[config.mk]
export PLATFORM = sky130hd
export DESIGN_NAME = rst_ctrl
export DESIGN_NICKNAME = d
export VERILOG_FILES = /design/src/rtl/rst_ctrl.sv
export SDC_FILE = /design/constraint.sdc
export NUM_CORES = 1
export LEC_CHECK = 0
export CAP_MARGIN = 0
export CORE_MARGIN = 2
export CORE_UTILIZATION = 53
export DETAILED_ROUTE_END_ITERATION = 12
export DONT_BUFFER_PORTS = 1
export PLACE_DENSITY = 0.72
export REMOVE_ABC_BUFFERS = 1
export SETUP_SLACK_MARGIN = 0.2
export SYNTH_ARGS = -nofsm -noshare
export SYNTH_HDL_FRONTEND = slang
export SYNTH_SLANG_ARGS = --single-unit
[constraint.sdc]
create_clock -name clk -period 1.5 [get_ports clk]
set_input_delay 0.075 -clock clk [delete_from_list [all_inputs] [get_ports clk]]
set_output_delay 0.075 -clock clk [all_outputs]
set_load 0.01 [all_outputs]
[src/rtl/rst_ctrl.sv]
// Reset request controller: holds every domain reset low for pHOLD cycles, then releases them in order pGAP cycles apart.
// Define RST_CTRL_CNT_EN to add the rst_cnt port, a saturating count of accepted reset requests.
`timescale 1ns/1ps
module rst_ctrl #(
  parameter int pHOLD    = 16,
  parameter int pGAP     = 4,
  parameter int pDOMAINS = 3
) (
  input  logic                clk,
  input  logic                rst_async,
  input  logic                req_valid,
  output logic                req_ready,
  input  logic [1:0]          req_cause,
  output logic [pDOMAINS-1:0] rst_out_n,
  output logic                rst_done,
`ifdef RST_CTRL_CNT_EN
  output logic [7:0]          rst_cnt,
`endif
  output logic [1:0]          rst_cause
);

  localparam int HW = $clog2(pHOLD + 1);
  localparam int GW = $clog2(pGAP + 1);
  localparam logic [HW-1:0] HOLD_LAST = HW'(pHOLD - 1);
  localparam logic [GW-1:0] GAP_LAST  = GW'(pGAP - 1);

  typedef enum logic [1:0] {
    ASSERT  = 2'd0,
    RELEASE = 2'd1,
    IDLE    = 2'd2
  } state_e;

  state_e              state_q, state_d;
  logic [HW-1:0]       hold_q, hold_d;
  logic [GW-1:0]       gap_q, gap_d;
  logic [pDOMAINS-1:0] out_q, out_d, out_next_rel;
  logic                ready_q, ready_d;
  logic                done_q, done_d;
  logic [1:0]          cause_q, cause_d;
  logic                accept;
  logic                all_rel;

  // Cause 01 is reserved for power-on; it and 00 are recorded as a generic request.
  function automatic logic [1:0] map_cause(input logic [1:0] c);
    return c[1] ? c : 2'b11;
  endfunction

  assign accept       = req_valid & ready_q;
  assign all_rel      = &out_q;
  // Thermometer step: sets the lowest still-asserted domain (000->001->011->111).
  assign out_next_rel = out_q | (out_q + 1'b1);

  always_ff @(posedge clk or negedge rst_async) begin
    if (!rst_async) begin
      state_q <= ASSERT;
      hold_q  <= '0;
      gap_q   <= '0;
      out_q   <= '0;
      ready_q <= 1'b0;
      done_q  <= 1'b0;
      cause_q <= 2'b01;
    end else begin
      state_q <= state_d;
      hold_q  <= hold_d;
      gap_q   <= gap_d;
      out_q   <= out_d;
      ready_q <= ready_d;
      done_q  <= done_d;
      cause_q <= cause_d;
    end
  end

  always_comb begin
    state_d = state_q;
    case (state_q)
      ASSERT:  if (hold_q == HOLD_LAST) state_d = RELEASE;
      RELEASE: if (all_rel) state_d = IDLE;
      IDLE:    if (accept) state_d = ASSERT;
      default: state_d = ASSERT;
    endcase
  end

  always_comb begin
    hold_d  = hold_q;
    gap_d   = gap_q;
    out_d   = out_q;
    ready_d = 1'b0;
    done_d  = 1'b0;
    cause_d = cause_q;
    case (state_q)
      ASSERT: begin
        out_d = '0;
        if (hold_q == HOLD_LAST) begin
          hold_d = '0;
          gap_d  = '0;
          out_d  = out_next_rel;
        end else begin
          hold_d = hold_q + 1'b1;
        end
      end
      RELEASE: begin
        if (all_rel) begin
          done_d  = 1'b1;
          ready_d = 1'b1;
        end else if (gap_q == GAP_LAST) begin
          gap_d = '0;
          out_d = out_next_rel;
        end else begin
          gap_d = gap_q + 1'b1;
        end
      end
      IDLE: begin
        ready_d = 1'b1;
        if (accept) begin
          ready_d = 1'b0;
          out_d   = '0;
          hold_d  = '0;
          cause_d = map_cause(req_cause);
        end
      end
      default: out_d = '0;
    endcase
  end

  assign req_ready = ready_q;
  assign rst_out_n = out_q;
  assign rst_done  = done_q;
  assign rst_cause = cause_q;

`ifdef RST_CTRL_CNT_EN
  logic [7:0] cnt_q;

  always_ff @(posedge clk or negedge rst_async) begin
    if (!rst_async) begin
      cnt_q <= '0;
    end else if (accept && state_q == IDLE && cnt_q != 8'hFF) begin
      cnt_q <= cnt_q + 8'd1;
    end
  end

  assign rst_cnt = cnt_q;
`endif

endmodule
==> results of run 1 <==
[sequential cells by signal, summed over array words and instances, names as in the netlist]
signal / count
hold_q: 5
gap_q: 3
rst_done: 1
req_ready: 1
rst_cause: 2
rst_out_n: 3
state_q: 2
[logic make-up after synthesis]
logic type	synth area share, %
xor+xnor	1.99
simple gates	15.2
compound gates	19.1
mux	4.56
buf+inv	3.42
flops	48.6
fa+ha+maj	7.12
[metal layers]
layer | global-route usage (%) | routed length (µm) | vias up
met5 | 0 | 0 | -
met4 | 12.1 | 48 | 0
met3 | 10.8 | 114 | 7
met2 | 42.0 | 1030 | 19
met1 | 25.8 | 828 | 319
li1 | - | - | 318
[worst max path at each step]
stage / startpoint / endpoint / depth (start not counted)
3_5_place_dp: state_q[1] / state_q[0] / 5
6_report: state_q[0] / gap_q[1] / 5
5_1_grt: state_q[0] / gap_q[0] / 5
2_1_floorplan: state_q[0] / gap_q[0] / 5
3_3_place_gp: hold_q[0] / state_q[0] / 5
4_1_cts: state_q[1] / gap_q[1] / 5
[synth_stat cells (2+ instances only)]
master	count
nand2b_1	2
nand3_1	3
dfrtp_1	16
a21oi_1	3
ha_1	5
inv_1	8
a21boi_0	2
nor2b_1	4
mux2_4	2
a32o_1	2
o21ai_0	2
[through the flow]
step                utilization (%)  worst slack, ns
detailed placement             65.8           -0.107
global placement               65.8          -0.0294
global route                   78.0          -0.0510
CTS                            77.8         -0.00708
finish                         78.0        -0.000636
floorplan                         -          -0.0234
[area by class of cell]
class | count | area [µm²] | area share (%)
multi-input cells | 49 | 519 | 43.7
flip-flops and latches | 17 | 427 | 35.9
repair buffers | 20 | 165 | 13.9
inverters | 8 | 30.0 | 2.53
clock buffers | 3 | 22.5 | 1.89
well taps | 16 | 20.0 | 1.68
clock inverters | 1 | 5.00 | 0.421
[timing repair]
| action | 4_1_cts | 5_1_grt |
|---|---|---|
| hold endpoints to repair | 18 | 0 |
| buffers inserted | 3 | 0 |
| pin swaps | 5 | 1 |
| resized for setup | 25 | 1 |
| cloned | 0 | 0 |
| setup endpoints to repair | 14 | 15 |
| hold buffers | 3 | 0 |
[power by group]
part	internal (mW)	switching, mW	total (mW)
sequential	0.586	0.135	0.721
combinational	0.696	0.544	1.24
clock	0.0994	0.145	0.244
total	1.38	0.824	2.21
==> results.tsv, run 1 <==
metric	value	unit
status	finished, violations left	
failing checks	negative setup slack	
Final Cycle Share	100	%
number of enable flip-flop cells after synthesis	0	
Post-Synthesis Cells	74	
type of the tightest min-delay check	in2reg	
layout cells sized above 1	43.9	%
pwr dens	1860	mW/mm²
async set or reset register ratio after synthesis	100	%
Mapped Area	878	µm²
WS Path Type	reg2reg	
GRT Total Usage	24.7	%
WP data required	1.70	ns
commonest non-fill, non-tap cells in the layout	dfrtp_1, buf_4, inv_1	
Min-Delay Endpoint	req_ready	
synth unique cells	36	
CP arrival	1.70	ns
post-DP HPWL	1420	µm
first-pass GRT wire length	3350	µm
post-layout min period	1.50	ns
Core ar.	0.00152	mm²
Fin. Hold Viols	0	
Ports	12	
DR WL/cell	17.8	µm
root buffer cell	clkbuf_4	
buffers and inverters on the worst path	2	
HP Start	req_valid	
Yosys reg bits	17	
GPL Wtd Cong	0.778	
final setup TNS	-0.000636	ns
Post-Place Cells	104	
height of the die	44.7	µm
Lkg Pwr	0.572	nW
# clock sinks	17	
worst ir drop on vdd	1.14	mV
share of the synthesized area in the top cell type	45.6	%
Vias	663	
Synth Warn #	0	
die footprint	0.00200	mm²
Initial Util	57.6	%
worst hold margin	0.0524	ns
Final Skew	0.0125	ns
commonest non-fill, non-tap cell in the layout	dfrtp_1	
clock slew at reported path FFs	0.10	ns
initial antenna violation count	0	
DRT antenna net count	0	
CTS tree	yes	
R2R depth	5	
slowest CP cell	dfrtp_1	
drt pass-1 iters	4	
sequential-to-total area share from yosys stat	48.6	%
CP cell instances	inv_2, ha_4, buf_6, a211oi_4, mux2_4	
Final nets	109	
vias in the first global route	718	
R2R setup slack	-0.0006	ns
Initial DRC Count	4	
Synth-to-Final Area Change	35.3	%
clock latency on the worst-skew pair	0.30	ns
routed wire length	2020	µm
Pins Over Slew Limit	0	
area leader, netlist	dfrtp_1	
Final Cell Area	0.00119	mm²
Non-Filler Instances	114	
CTS Buf Count	3	
Worst R2R Start	state_q[0]	
hold depth	2	
Crit. End Element	flip-flop	
fin worst setup slack	-0.000636	ns
Post-route DRC	0	
clk buf depth	2	
Avg Cell Area, Syn	11.9	µm²
max_slew headroom	50.3	%
max cap viols	0	
pin count of the biggest net entering global routing	18	
Pwr Total	2.21	mW
Worst setup SP type	flip-flop	
Synth area leaders	dfrtp_1, ha_1, inv_1	
vias per cell	5.82	
# fillers	84	
Max Clk Rate	0.666	GHz
H-tree levels	1	
r2r endpoint	gap_q[1]	
total grt overflow	0	
Placed Instance Area	0.00100	mm²
Antenna diodes	0	
ys flop type	dfrtp_1	
Port Buffers	0	
CP top delay family	flip-flops	
RSZ-0062 raised after global routing	yes	
slowest stage delay, CP	0.42	ns
die width	44.7	µm
worst-path fanout max	5	
Slew @ Worst Pin	0.743	ns
Setup violations, final	1	
row cnt	14	
(Power assumes the default switching activity.)
==> inputs of run 2 (changes only) <==
--- a/config.mk
+++ b/config.mk
@@ -7,10 +7,10 @@
 export LEC_CHECK = 0
 export CAP_MARGIN = 0
 export CORE_MARGIN = 2
-export CORE_UTILIZATION = 53
+export CORE_UTILIZATION = 49
 export DETAILED_ROUTE_END_ITERATION = 12
 export DONT_BUFFER_PORTS = 1
-export PLACE_DENSITY = 0.72
+export PLACE_DENSITY = 0.67
 export REMOVE_ABC_BUFFERS = 1
 export SETUP_SLACK_MARGIN = 0.2
 export SYNTH_ARGS = -nofsm -noshare
==> constraint.sdc (replaced) <==
create_clock -name clk -period 1.5 [get_ports clk]
set_input_delay 0.15 -clock clk [delete_from_list [all_inputs] [get_ports clk]]
set_output_delay 0.15 -clock clk [all_outputs]
set_load 0.01 [all_outputs]
==> run 2 against run 1 <==
The flow finishes with violations (negative hold slack, negative setup slack). Global-route usage shrank 3.7 points. Clock-buffer cell count up 1. Combinational power up 11%. Critical endpoint unchanged. Sequential share of layout area decreased by 2.3 points. Hold slack worse by 0.060 ns. Final cell count is 8.8% higher. Design area increased by 6.7%.
==> results.tsv, run 2 (synthesized netlist as in run 1, its figures left out) <==
metric	value	unit
Ports	12	
Setup violations, final	2	
clock latency on the worst-skew pair	0.30	ns
drt pass-1 iters	4	
Lkg Pwr	0.592	nW
Fin. Hold Viols	1	
share of total power in combinational logic	58.6	%
fin worst setup slack	-0.0454	ns
GRT Total Usage	21.1	%
Vias	693	
R2R setup slack	-0.05	ns
pin count of the biggest net entering global routing	18	
CP endpoint	gap_q[1]	
total grt overflow	0	
Post-route DRC	0	
GPL Wtd Cong	0.782	
clk buf depth	2	
commonest non-fill, non-tap cell in the layout	dfrtp_1	
slowest CP cell	dfrtp_1	
Top reg by flops	hold_q	
# fillers	106	
Core ar.	0.00171	mm²
Post-Place Cells	113	
final setup TNS	-0.0890	ns
DR WL/cell	17.4	µm
Net Sw Power	896	µW
CP top delay family	flip-flops	
Non-Filler Instances	124	
Pint	1.46	mW
DRT antenna net count	0	
DP Worst Slack	-0.0692	ns
clock slew at reported path FFs	0.10	ns
R2R depth	5	
Pins Over Slew Limit	0	
post-layout min period	1.55	ns
max_slew headroom	46.6	%
vias per cell	5.59	
WS Path Type	reg2reg	
number of flip-flops in the largest register	5	
initial antenna violation count	0	
Sw Ratio	38.0	%
status	finished, violations left	
max cap viols	0	
die footprint	0.00215	mm²
pwr dens	1860	mW/mm²
CTS Buf Count	3	
Slew @ Worst Pin	0.799	ns
Worst setup startpoint	state_q[0]	
Antenna diodes	0	
CP cell instances	inv_2, ha_4, buf_6, a211oi_4, mux2_4	
# clock sinks	17	
Final Skew	0.000933	ns
failing checks	negative hold slack, negative setup slack	
RSZ-0062 raised after global routing	yes	
logic depth of the worst path, buffers included	5	
worst hold margin	-0.00805	ns
buffers and inverters on the worst path	2	
worst ir drop on vdd	1.15	mV
Sequential Power Share	30.4	%
r2r endpoint	gap_q[1]	
layout cells sized above 1	49.5	%
WP data required	1.69	ns
commonest non-fill, non-tap cells in the layout	dfrtp_1, buf_4, buf_6	
slowest stage delay, CP	0.43	ns
Initial DRC Count	3	
Worst setup SP type	flip-flop	
Max Clk Rate	0.647	GHz
Synth-to-Final Area Change	44.4	%
Initial Util	51.4	%
H-tree levels	1	
vias in the first global route	671	
Worst R2R Start	state_q[0]	
Port Buffers	0	
Final nets	110	
row cnt	15	
CP arrival	1.74	ns
worst-path fanout max	5	
type of the tightest min-delay check	in2reg	
height of the die	46.3	µm
routed wire length	2160	µm
Final Cycle Share	103	%
root buffer cell	clkbuf_4	
Crit. End Element	flip-flop	
first-pass GRT wire length	3070	µm
post-DP HPWL	1270	µm
die width	46.3	µm
Clk network pwr share	10.9	%
CTS tree	yes	
[run 2: changes by cell type in the layout (fill, tap and decap cells not counted), sizes merged]
cell,delta
buf,+3
clkinv,-1
dlygate4sd3,-2
clkbuf,+1
[run 2: layout make-up]
type,count,area (µm²),area share (%)
clock buffers,4,26.3,2.07
inverters,8,30.0,2.37
multi-input cells,49,559,44.1
flip-flops and latches,17,427,33.6
well taps,25,31.3,2.47
repair buffers,21,195,15.4
[run 2: worst reg2reg max path, cell delays in order, from the launching register on]
cell	delay, ns
dfrtp_1	0.43
inv_2	0.09
ha_4	0.18
buf_6	0.12
a211oi_4	0.29
mux2_4	0.33
[run 2: power by group through the flow]
stage | clock network [mW] | registers [mW] | logic, mW
floorplan | 0 | 0.715 | 0.594
global placement | 0 | 0.695 | 0.909
detailed placement | 0 | 0.700 | 0.945
CTS | 0.255 | 0.713 | 1.08
global route | 0.278 | 0.733 | 1.50
finish | 0.257 | 0.719 | 1.38
[run 2: layer usage]
metal / track usage (%) / up-vias / routed length [µm]
met5: 0 / - / 0
met4: 10.3 / 0 / 44
met3: 3.53 / 7 / 65
met2: 34.7 / 16 / 1120
met1: 26.3 / 345 / 931
li1: - / 325 / -
[run 2: stage by stage]
stage	power, mW	util (%)	cell area, µm²
detailed placement	1.65	59.4	1010
finish	2.36	74.3	1270
floorplan	1.31	-	878
global route	2.51	74.3	1270
CTS	2.05	66.3	1130
global placement	1.60	59.4	1010
[run 2: worst min path at each step]
stage	slack, ns	endpoint	from	cells past startpoint
6_report	-0.008	rst_cause[0]	req_cause[0]	2
5_1_grt	0.01	rst_cause[0]	req_cause[0]	2
4_1_cts	0.003	rst_cause[0]	req_cause[0]	2
3_5_place_dp	-0.15	gap_q[1]	rst_async	0
3_3_place_gp	-0.15	rst_done	rst_async	0
2_1_floorplan	-0.15	gap_q[0]	rst_async	0
[run 2: timing repair]
item                                    in CTS  in global routing
setup buffers                                3                  3
hold buffers                                 1                  0
gates resized for setup                     14                 22
gates cloned                                 0                  0
endpoints found under the setup margin      14                 15
hold endpoints to repair                    17                  0
pin swaps                                    5                  3
==> inputs of run 3 (changes only) <==
--- a/config.mk
+++ b/config.mk
@@ -8,6 +8,7 @@
 export CAP_MARGIN = 0
 export CORE_MARGIN = 2
 export CORE_UTILIZATION = 49
+export CTS_BUF_LIST = sky130_fd_sc_hd__clkbuf_4 sky130_fd_sc_hd__clkbuf_8
 export DETAILED_ROUTE_END_ITERATION = 12
 export DONT_BUFFER_PORTS = 1
 export PLACE_DENSITY = 0.67
==> run 3 against run 2 <==
The flow finishes with violations (negative setup slack). Final cell count decreased by 1.6%. Clock power increased by 4%. Global-route usage decreased by 1.1 points. Critical path type unchanged. Largest cell class unchanged.
==> results.tsv, run 3 (synthesized netlist as in run 1, its figures left out) <==
metric	value	unit
status	finished, violations left	
failing checks	negative setup slack	
worst ir drop on vdd	1.00	mV
WP data required	1.68	ns
die footprint	0.00215	mm²
RSZ-0062 raised after global routing	yes	
routed wire length	1820	µm
Vias	641	
Fin. Hold Viols	0	
Initial DRC Count	11	
sequential cell area	427	µm²
DP Worst Slack	-0.0692	ns
Slew @ Worst Pin	0.788	ns
commonest non-fill, non-tap cells in the layout	buf_4, dfrtp_1, inv_1	
first-pass GRT wire length	2910	µm
final setup TNS	-0.0105	ns
fin worst setup slack	-0.00633	ns
vias per cell	5.25	
Synth-to-Final Area Change	33.2	%
M2 GR Usage	31.4	%
Ports	12	
clk buf depth	2	
Pins Over Slew Limit	0	
row cnt	15	
M3 GR Usage	3.53	%
# fillers	117	
drt pass-1 iters	4	
pin count of the biggest net entering global routing	18	
clock slew at reported path FFs	0.10	ns
commonest non-fill, non-tap cell in the layout	buf_4	
post-DP HPWL	1270	µm
initial antenna violation count	0	
root buffer cell	clkbuf_4	
grt met1 use	25.9	%
max_slew headroom	47.3	%
GRT Total Usage	19.9	%
# clock sinks	17	
area of the multi-input gates	503	µm²
max cap viols	0	
worst-path fanout max	5	
CTS tree	yes	
Post-route DRC	0	
Pwr Total	2.13	mW
Final nets	108	
Top reg by flops	hold_q	
Port Buffers	0	
Initial Util	51.4	%
layout cells sized above 1	46.4	%
Max Clk Rate	0.664	GHz
post-layout min period	1.51	ns
Core ar.	0.00171	mm²
Final Skew	0.00286	ns
GRT busiest layer	met2	
Setup violations, final	2	
post-layout util	68.5	%
vias in the first global route	655	
CP arrival	1.69	ns
die width	46.3	µm
GPL Wtd Cong	0.782	
Worst setup SP type	flip-flop	
DRT antenna net count	0	
CTS Buf Count	3	
height of the die	46.3	µm
DR WL/cell	14.9	µm
WS Path Type	reg2reg	
Final Cycle Share	100	%
clock latency on the worst-skew pair	0.29	ns
Antenna diodes	0	
Lkg Pwr	0.548	nW
type of the tightest min-delay check	in2reg	
Crit. End Element	flip-flop	
H-tree levels	1	
pwr dens	1820	mW/mm²
number of flip-flops in the largest register	5	
total grt overflow	0	
## run 3: cell count changes in the layout (fill, tap and decap cells not counted), moves of 2 or more
cell,previous run,this run
a21oi_1,1,3
a21oi_2,2,0
buf_4,13,17
buf_6,6,1
o21ai_0,0,2
o21ai_1,2,0
## run 3: repair_timing
action	in CTS	in global routing
hold buffers	1	0
hold endpoints to repair	17	0
setup buffers	3	1
cloned	0	0
setup endpoints to repair	14	15
pin swaps	5	0
gates resized for setup	14	7
## run 3: layout make-up
class | count | share of cell area (%)
multi-input combinational | 49 | 43.0
sequential | 17 | 36.5
timing repair buffer | 19 | 12.7
tap | 25 | 2.67
clock buffer | 4 | 2.57
inverter | 8 | 2.57
## run 3: worst max-delay path, cell delays in order (launching register included)
cell and delay, ns:
dfrtp_1 0.42, inv_2 0.09, ha_4 0.18, buf_6 0.11, a211oi_4 0.27, mux2_4 0.32
## run 3: power breakdown
group	switching, mW	internal [mW]
combinational	0.502	0.650
sequential	0.131	0.586
clock	0.144	0.121
total	0.777	1.36
## run 3: final timing paths
path,endpoint,slack [ns],depth (start not counted),from
max in group asynchronous,rst_out_n[0],0.63,1,rst_async
hold / removal,rst_cause[0],0.008,2,req_cause[0]
setup reg to reg,gap_q[1],-0.006,5,state_q[0]
setup / recovery,gap_q[1],-0.006,5,state_q[0]
hold reg to reg,rst_cause[0],0.51,2,rst_cause[0]
min in group asynchronous,hold_q[4],0.38,1,rst_async
## run 3: routing by layer
layer  part of all wire [%]  routed length, µm
met5                      0                  0
met4                   0.72                 13
met3                    1.9                 34
met1                     47                851
met2                     50                915
## run 3: metrics by stage
stage | hold slack [ns] | area [µm²] | instances
detailed placement | -0.145 | 1010 | 113
floorplan | -0.146 | 878 | 74
global placement | -0.145 | 1010 | 113
finish | 0.00820 | 1170 | 122
CTS | 0.000582 | 1140 | 121
global route | 0.0296 | 1170 | 122
